<file path="config.mk">
export PLATFORM = sky130hd
export DESIGN_NAME = ula_arb
export DESIGN_NICKNAME = d
export VERILOG_FILES = /design/src/rtl/ula_arb.sv
export SDC_FILE = /design/constraint.sdc
export NUM_CORES = 1
export LEC_CHECK = 0
export ABC_AREA = 1
export BUFFER_PORTS_ARGS = -buffer_cell sky130_fd_sc_hd__buf_2
export CAP_MARGIN = 20
export CELL_PAD_IN_SITES_DETAIL_PLACEMENT = 1
export CELL_PAD_IN_SITES_GLOBAL_PLACEMENT = 1
export CORE_MARGIN = 3
export CORE_UTILIZATION = 30
export DETAILED_ROUTE_END_ITERATION = 8
export HOLD_SLACK_MARGIN = 0.1
export PLACE_DENSITY = 0.76
export REMOVE_ABC_BUFFERS = 1
export SYNTH_ARGS = -nofsm -noshare
export SYNTH_HDL_FRONTEND = slang
export SYNTH_SLANG_ARGS = --single-unit
</file>
<file path="constraint.sdc">
create_clock -name clk -period 1.6 [get_ports clk]
set_input_delay 0.24 -clock clk [delete_from_list [all_inputs] [get_ports clk]]
set_output_delay 0.24 -clock clk [all_outputs]
set_load 0.03 [all_outputs]
</file>
<file path="src/rtl/ula_arb.sv">
// Two-requester arbiter in front of a shared combinational ULA: accept, execute, respond.
// Define ULA_ARB_RR_EN for round-robin arbitration; the default is fixed priority with requester 0 first.
module ula_arb #(
  parameter int unsigned WIDTH = 32,
  parameter int unsigned OPW   = 5
) (
  input  logic             clk,
  input  logic             rst_n,
  input  logic             req0_valid,
  output logic             req0_ready,
  input  logic [WIDTH-1:0] req0_a,
  input  logic [WIDTH-1:0] req0_b,
  input  logic [OPW-1:0]   req0_op,
  input  logic             req1_valid,
  output logic             req1_ready,
  input  logic [WIDTH-1:0] req1_a,
  input  logic [WIDTH-1:0] req1_b,
  input  logic [OPW-1:0]   req1_op,
  output logic [WIDTH-1:0] ula_a,
  output logic [WIDTH-1:0] ula_b,
  output logic [OPW-1:0]   ula_op,
  input  logic [WIDTH-1:0] ula_resu,
  input  logic             ula_o,
  input  logic             ula_c,
  input  logic             ula_s,
  input  logic             ula_z,
  output logic             rsp_valid,
  input  logic             rsp_ready,
  output logic             rsp_id,
  output logic [WIDTH-1:0] rsp_resu,
  output logic [3:0]       rsp_flags
);

  typedef enum logic [1:0] {
    IDLE = 2'd0,
    EXEC = 2'd1,
    RESP = 2'd2
  } state_t;

  state_t           r_state;
  logic [WIDTH-1:0] r_a;
  logic [WIDTH-1:0] r_b;
  logic [OPW-1:0]   r_op;
  logic             r_id;
  logic             r_rsp_valid;
  logic [WIDTH-1:0] r_resu;
  logic [3:0]       r_flags;

  logic w_idle;
  logic w_gnt0;
  logic w_accept;

`ifdef ULA_ARB_RR_EN
  logic r_ptr;

  // r_ptr names the preferred requester on a tie
  assign w_gnt0 = req0_valid & (~req1_valid | ~r_ptr);

  always_ff @(posedge clk or negedge rst_n) begin
    if (!rst_n) begin
      r_ptr <= 1'b0;
    end else if (w_accept) begin
      r_ptr <= req0_ready;
    end
  end
`else
  assign w_gnt0 = req0_valid;
`endif

  // Grants are visible only in IDLE and are held off while reset is asserted
  assign w_idle     = rst_n & (r_state == IDLE);
  assign req0_ready = w_idle & w_gnt0;
  assign req1_ready = w_idle & req1_valid & ~w_gnt0;
  assign w_accept   = req0_ready | req1_ready;

  always_ff @(posedge clk or negedge rst_n) begin
    if (!rst_n) begin
      r_state     <= IDLE;
      r_a         <= '0;
      r_b         <= '0;
      r_op        <= '0;
      r_id        <= 1'b0;
      r_rsp_valid <= 1'b0;
      r_resu      <= '0;
      r_flags     <= 4'b0000;
    end else begin
      case (r_state)
        IDLE: begin
          if (w_accept) begin
            r_a     <= req1_ready ? req1_a  : req0_a;
            r_b     <= req1_ready ? req1_b  : req0_b;
            r_op    <= req1_ready ? req1_op : req0_op;
            r_id    <= req1_ready;
            r_state <= EXEC;
          end
        end
        EXEC: begin
          r_resu      <= ula_resu;
          r_flags     <= {ula_o, ula_c, ula_s, ula_z};
          r_rsp_valid <= 1'b1;
          r_state     <= RESP;
        end
        RESP: begin
          if (rsp_ready) begin
            r_rsp_valid <= 1'b0;
            r_state     <= IDLE;
          end
        end
        default: begin
          r_rsp_valid <= 1'b0;
          r_state     <= IDLE;
        end
      endcase
    end
  end

  assign ula_a     = r_a;
  assign ula_b     = r_b;
  assign ula_op    = r_op;
  assign rsp_valid = r_rsp_valid;
  assign rsp_id    = r_id;
  assign rsp_resu  = r_resu;
  assign rsp_flags = r_flags;

endmodule

</file>
==> impl_results.md, run 1 <==
* Mean number of vias per cell at 4.385
* Critical Path End: req1_ready
* Routed wire per std cell at 14.70 um
* Fmax at 622.5 MHz
* DR vias at 5564
* Crit Path Class: flip-flop to primary output
* Largest net degree at the start of global routing at 80
* Reg2reg start: r_state[0]
* CP max-delay cell: dfrtp_1
* Grt ovf at 0
* Initial Util at 30.78%
* Insertion delay to the later sink of the worst-skew pair at 0.35 ns
* Max Cap Violations at 0
* WL final at 18.65 mm
* R2r endpoint: ula_a[15]
* CTS tree: yes
* Crit path from: r_state[0]
* Fraction of layout instances using a drive strength above 1 at 31.80%
* CP Max Fanout at 3
* Antenna Nets Post-Route at 0
* First-pass GRT wire length at 29.32 mm
* RD Place Congestion at 0.8258
* Arrival time worst endpoint at 1.37 ns
* Pre-CTS setup slack at 0.1075 ns
* PwrDens at 1892 nW/um2
* Crit path max-delay family: flip-flops
* CTS Buffer Depth at 2
* Cell total after placement at 1243
* Ys flop type: dfrtp_1
* Fin crit share at 100.4%
* Setup TNS Final at -0.006525 ns
* Crit path time final at 1.607 ns
* Clock-pin slew on the worst setup and hold paths at 0.07 ns
* CP Data Required Time at 1.36 ns
* Worst-margin pin slew at 0.4506 ns
* CP cell instances: nor2_2 > nand3_2 > nor2_4 > buf_12 > buf_8
* DRT Pass-1 Iters at 4
* Status: finished, violations left
* Drc violations at 0
* Io pins at 288
* Cell count after synthesis at 754
* Max VDD drop at 0.8101 mV
* Final cell count without fillers at 1269
* Worst path max stage delay at 0.39 ns
* Leakage at 4.843 nW
* FFs w/ async S/R, synth at 100.0%
* Synth top area share at 51.05%
* CP endpoint kind: primary output
* Sequential area share after synthesis at 51.05%
* GRT Total Usage at 18.69%
* Fillers at 2317
* Hold Vio Cnt, Final at 0
* CORE AREA at 17360 um2
* Startpoint types: flip-flop
* Netlist Area Pre-Place at 5343 um2
* Most area-consuming cells after synthesis: dfrtp_1 51%, nand2_1 22%, inv_1 13%, nand3_1 6.6%, o21ai_1 2.7%
* Failing checks: negative setup slack
* Leading area contributor after synthesis: dfrtp_1
* Fin. max-slew vios at 0
* DIE WIDTH at 139.5 um
* Layout Nets at 1219
* PortBufs at 287
* Hold Worst Slack at 0.1226 ns
* Vert. Die Dim at 139.5 um
* Flop2flop setup slack at 0.06 ns
* Clk root buf: clkbuf_16
* R2R cell count at 9
* RSZ-0062 raised after global routing: yes
* Initial antenna violation count at 1
* Yosys warns at 0
* # diodes at 0
* Row cnt at 48
* Final setup viols at 1
* Max-slew headroom at 69.96%
* Synth cell count leaders: 315 x nand2_1, 178 x inv_1, 109 x dfrtp_1
* Most frequent cell after synthesis: nand2_1
* Hold Path Class: input port to flip-flop
* Stages on the worst setup path at 5
* Final worst setup slack at -0.006525 ns
* Worst Skew at 0.007891 ns
* Number of synthesized flops with an enable pin at 0
* FF+latch count, synth at 109
* Htree depth at 3
* Die area at 19450 um2
* Num CTS Buffers at 9
* Clock sink count at 109
* Hpwl dp at 13.63 mm
* Number of global-route vias before repair at 5707
* Avg Cell Area, Syn at 7.086 um2
* Crit path buf inv count at 2
* P&R area growth vs syn at 41.38%
* Iteration-0 DRC Markers at 173
* Final core utilization at 43.52%
* Synth cell types at 16
-- kinds of logic after synthesis --
family                 Yosys count  synth area share [%]
AO/OA/AOI/OAI                   39                 3.653
buffers and inverters          215                 15.83
flip-flops                     109                 51.05
AND/OR/NAND/NOR                391                 29.46
-- through the flow --
| stage | power [mW] | instance area, um2 |
|---|---|---|
| floorplan | 9.300 | 5169 |
| global placement | 11.84 | 7117 |
| detailed placement | 12.01 | 7117 |
| CTS | 14.47 | 7506 |
| global route | 15.30 | 7553 |
| finish | 14.29 | 7553 |
-- placed cells by master (no fill, tap or decap), types with 3 or more instances in the layout --
master     instances
dfrtp_1          109
buf_6              3
clkbuf_16         10
buf_2            284
nand2_1          315
o21ai_1           29
nand3_1           69
buf_12            10
o21ai_0           10
inv_1            177
buf_4             10
-- per-layer routing --
metal / global-route usage, % / vias up / wire length [um]
met4: 6.231 / 2 / 368
met3: 5.017 / 23 / 1439
met2: 31.42 / 216 / 8855
li1: - / 2747 / -
met1: 23.36 / 2576 / 7968
met5: 0 / - / 20
-- flip-flops by register name (all words and copies together) (netlist names) --
name and flops:
ula_a 32, r_state 2, rsp_resu 32, rsp_id 1
rsp_valid 1, ula_op 5, ula_b 32, rsp_flags 4
-- power by group --
part | leakage, nW | internal (mW) | switching, mW | total, mW
registers | 1.34 | 4.08 | 0.710 | 4.79
clock network | 0.146 | 1.22 | 1.05 | 2.27
logic | 3.35 | 2.11 | 5.11 | 7.23
total | 4.84 | 7.42 | 6.88 | 14.3
-- tightest hold or removal path, stage by stage --
cell     delay, ns
buf_2         0.09
inv_1         0.04
o21ai_1       0.06
-- worst min path at each step --
| stage | start | end | slack, ns | cells past startpoint |
|---|---|---|---|---|
| after floorplan | rst_n | r_state[0] | -0.06 | 0 |
| after global placement | rst_n | rsp_resu[24] | 0.36 | 2 |
| after detailed placement | rst_n | r_state[1] | 0.36 | 2 |
| after CTS | ula_resu[21] | rsp_resu[21] | 0.11 | 3 |
| after global routing | ula_resu[22] | rsp_resu[22] | 0.12 | 3 |
| final | ula_resu[21] | rsp_resu[21] | 0.12 | 3 |
-- repair_timing --
action,4_1_cts,5_1_grt
endpoints found under the hold margin,110,0
pin swaps,3,3
hold buffers,2,0
gates cloned,0,1
endpoints found under the setup margin,2,68
resized for setup,7,3
setup buffers,7,1
-- cell type report --
cell class | count | area (um2) | share of cell area, %
clock buffer | 9 | 225.2 | 2.982
clock inverter | 6 | 70.07 | 0.9276
inverter | 179 | 671.9 | 8.895
multi-input combinational | 430 | 1787 | 23.65
sequential | 109 | 2728 | 36.11
tap | 225 | 281.5 | 3.727
timing repair buffer | 311 | 1790 | 23.70
(Power assumes the default switching activity.)
==> run 2, diff against run 1 <==
Settings changed: REMOVE_ABC_BUFFERS 1 to not set.
==> run 2 against run 1 <==
- the run still ends with negative setup slack left
- clock skew is 0.00095 ns higher
- die area stayed put
- sequential share of layout area is 0.21 points lower
- flip-flop and latch count stayed put
- maximum frequency hardly changed
- clock power is 11% lower
- largest power group unchanged
==> impl_results.md, run 2 (synthesis results as in run 1) <==
* Reg area at 2728 um2
* Flop pwr share at 34.0%
* RD Place Congestion at 0.7993
* Mean number of vias per cell at 4.355
* Htree depth at 3
* Largest net degree at the start of global routing at 110
* Hold Vio Cnt, Final at 0
* Antenna Nets Post-Route at 0
* P_int at 7.277 mW
* Leakage at 4.850 nW
* First-pass GRT wire length at 29.39 mm
* Fmax at 622.0 MHz
* Routed wire per std cell at 14.69 um
* DR vias at 5522
* Area occupied by multi-input gates at 1804 um2
* Critical Path End: req1_ready
* Max-slew headroom at 58.10%
* Most common cell after layout, fill and taps aside: nand2_1
* Gate power share at 51.8%
* Initial antenna violation count at 1
* Fillers at 2310
* Fin. max-slew vios at 0
* Status: finished, violations left
* Stages on the worst setup path at 5
* Initial Util at 30.78%
* Startpoint types: flip-flop
* Worst Skew at 0.008843 ns
* # diodes at 0
* CORE AREA at 17360 um2
* Vert. Die Dim at 139.5 um
* Fraction of layout instances using a drive strength above 1 at 31.83%
* CTS Buffer Depth at 2
* Crit path buf inv count at 2
* Total net switching power at 6.857 mW
* Hold Path Class: input port to flip-flop
* Drc violations at 0
* CP endpoint kind: primary output
* Max VDD drop at 0.7891 mV
* PortBufs at 287
* Row cnt at 48
* Crit path time final at 1.608 ns
* Crit Path Class: flip-flop to primary output
* CP cell instances: nor2_4 > nand3_4 > nor2_4 > buf_12 > buf_8
* R2r endpoint: ula_b[23]
* Crit path from: r_state[0]
* CTS tree: yes
* Clock sink count at 109
* RSZ-0062 raised after global routing: yes
* Failing checks: negative setup slack
* GRT Total Usage at 18.77%
* Clk root buf: clkbuf_16
* PwrDens at 1860 nW/um2
* Insertion delay to the later sink of the worst-skew pair at 0.34 ns
* Most used cell, CP: nor2_4
* WL final at 18.63 mm
* Num CTS Buffers at 9
* Final setup viols at 1
* Grt ovf at 0
* Io pins at 288
* P&R area growth vs syn at 42.20%
* Die area at 19450 um2
* DIE WIDTH at 139.5 um
* Reg2reg start: r_state[0]
* Hold Worst Slack at 0.1267 ns
* Final worst setup slack at -0.007688 ns
* Layout Nets at 1221
* Crit path max-delay family: flip-flops
* Switching share of total power at 48.51%
* CP Max Fanout at 2
* Iteration-0 DRC Markers at 157
* Worst path max stage delay at 0.41 ns
* CP Data Required Time at 1.36 ns
* DRT Pass-1 Iters at 6
* Syn nets at 933
* Hpwl dp at 13.46 mm
* Fin crit share at 100.5%
* Worst-margin pin slew at 0.6285 ns
* Max Cap Violations at 0
* Clock-pin slew on the worst setup and hold paths at 0.07 ns
* Commonest cells after routing, fill and taps aside: 315 x nand2_1, 284 x buf_2, 177 x inv_1
* Total Power at 14.13 mW
* Arrival time worst endpoint at 1.37 ns
* Number of global-route vias before repair at 5668
* Clock power frac at 14.2%
* Final Cell Area at 7597 um2
* CP max-delay cell: dfrtp_1
* R2R cell count at 9
* Worst Hold Depth at 2
* DP Area at 7104 um2
* Flop2flop setup slack at 0.06 ns
[run 2: layer usage]
metal,GRT usage (%),wire length [um]
met2,31.58,8904
met1,23.61,8046
met3,5.464,1450
met4,5.201,218
met5,0,13
[run 2: final cells by class]
| class | count | share of cell area (%) |
|---|---|---|
| clock inverter | 3 | 0.2306 |
| timing repair buffer | 313 | 24.60 |
| multi-input combinational | 430 | 23.75 |
| sequential | 109 | 35.90 |
| tap | 225 | 3.706 |
| clock buffer | 9 | 2.964 |
| inverter | 179 | 8.844 |
[run 2: worst min path at each step]
stage / startpoint / endpoint / slack [ns]
CTS: rsp_ready / r_state[1] / 0.11
global route: rsp_ready / r_state[1] / 0.11
finish: rsp_ready / r_state[1] / 0.13
global placement: rst_n / rsp_resu[21] / 0.43
floorplan: rst_n / r_state[0] / -0.06
detailed placement: rst_n / rsp_valid / 0.43
[run 2: worst reg2reg max path, cell delays in order, from the launching register on]
cell and delay (ns):
dfrtp_1 0.41, nor2_4 0.16, nand3_4 0.10, nor2_4 0.12, buf_12 0.12, buf_4 0.17
buf_6 0.15, nand2_1 0.05, nand3_1 0.07, nand2_1 0.07
[run 2: repair_timing]
| item | 4_1_cts | 5_1_grt |
|---|---|---|
| setup endpoints to repair | 2 | 66 |
| pin swaps | 3 | 3 |
| resized for setup | 4 | 14 |
| hold buffers | 1 | 0 |
| gates cloned | 1 | 3 |
| buffers inserted | 7 | 1 |
| hold endpoints to repair | 109 | 0 |
[run 2: power by group through the flow]
stage	combinational, mW	clock, mW	sequential (mW)
CTS	7.30	2.07	4.80
detailed placement	7.20	0	4.82
global route	7.98	2.20	4.99
floorplan	2.01	0	7.42
global placement	7.04	0	4.80
finish	7.32	2.01	4.81
[run 2: stage by stage]
stage	std cells	util [%]	worst slack (ns)	TNS (ns)
floorplan	754	-	0.2274	0
global placement	1243	40.93	0.1426	0
detailed placement	1243	40.93	0.09260	0
CTS	1264	42.95	-0.06387	-0.06387
global route	1268	43.77	-0.08515	-0.9324
finish	1268	43.77	-0.007688	-0.007688
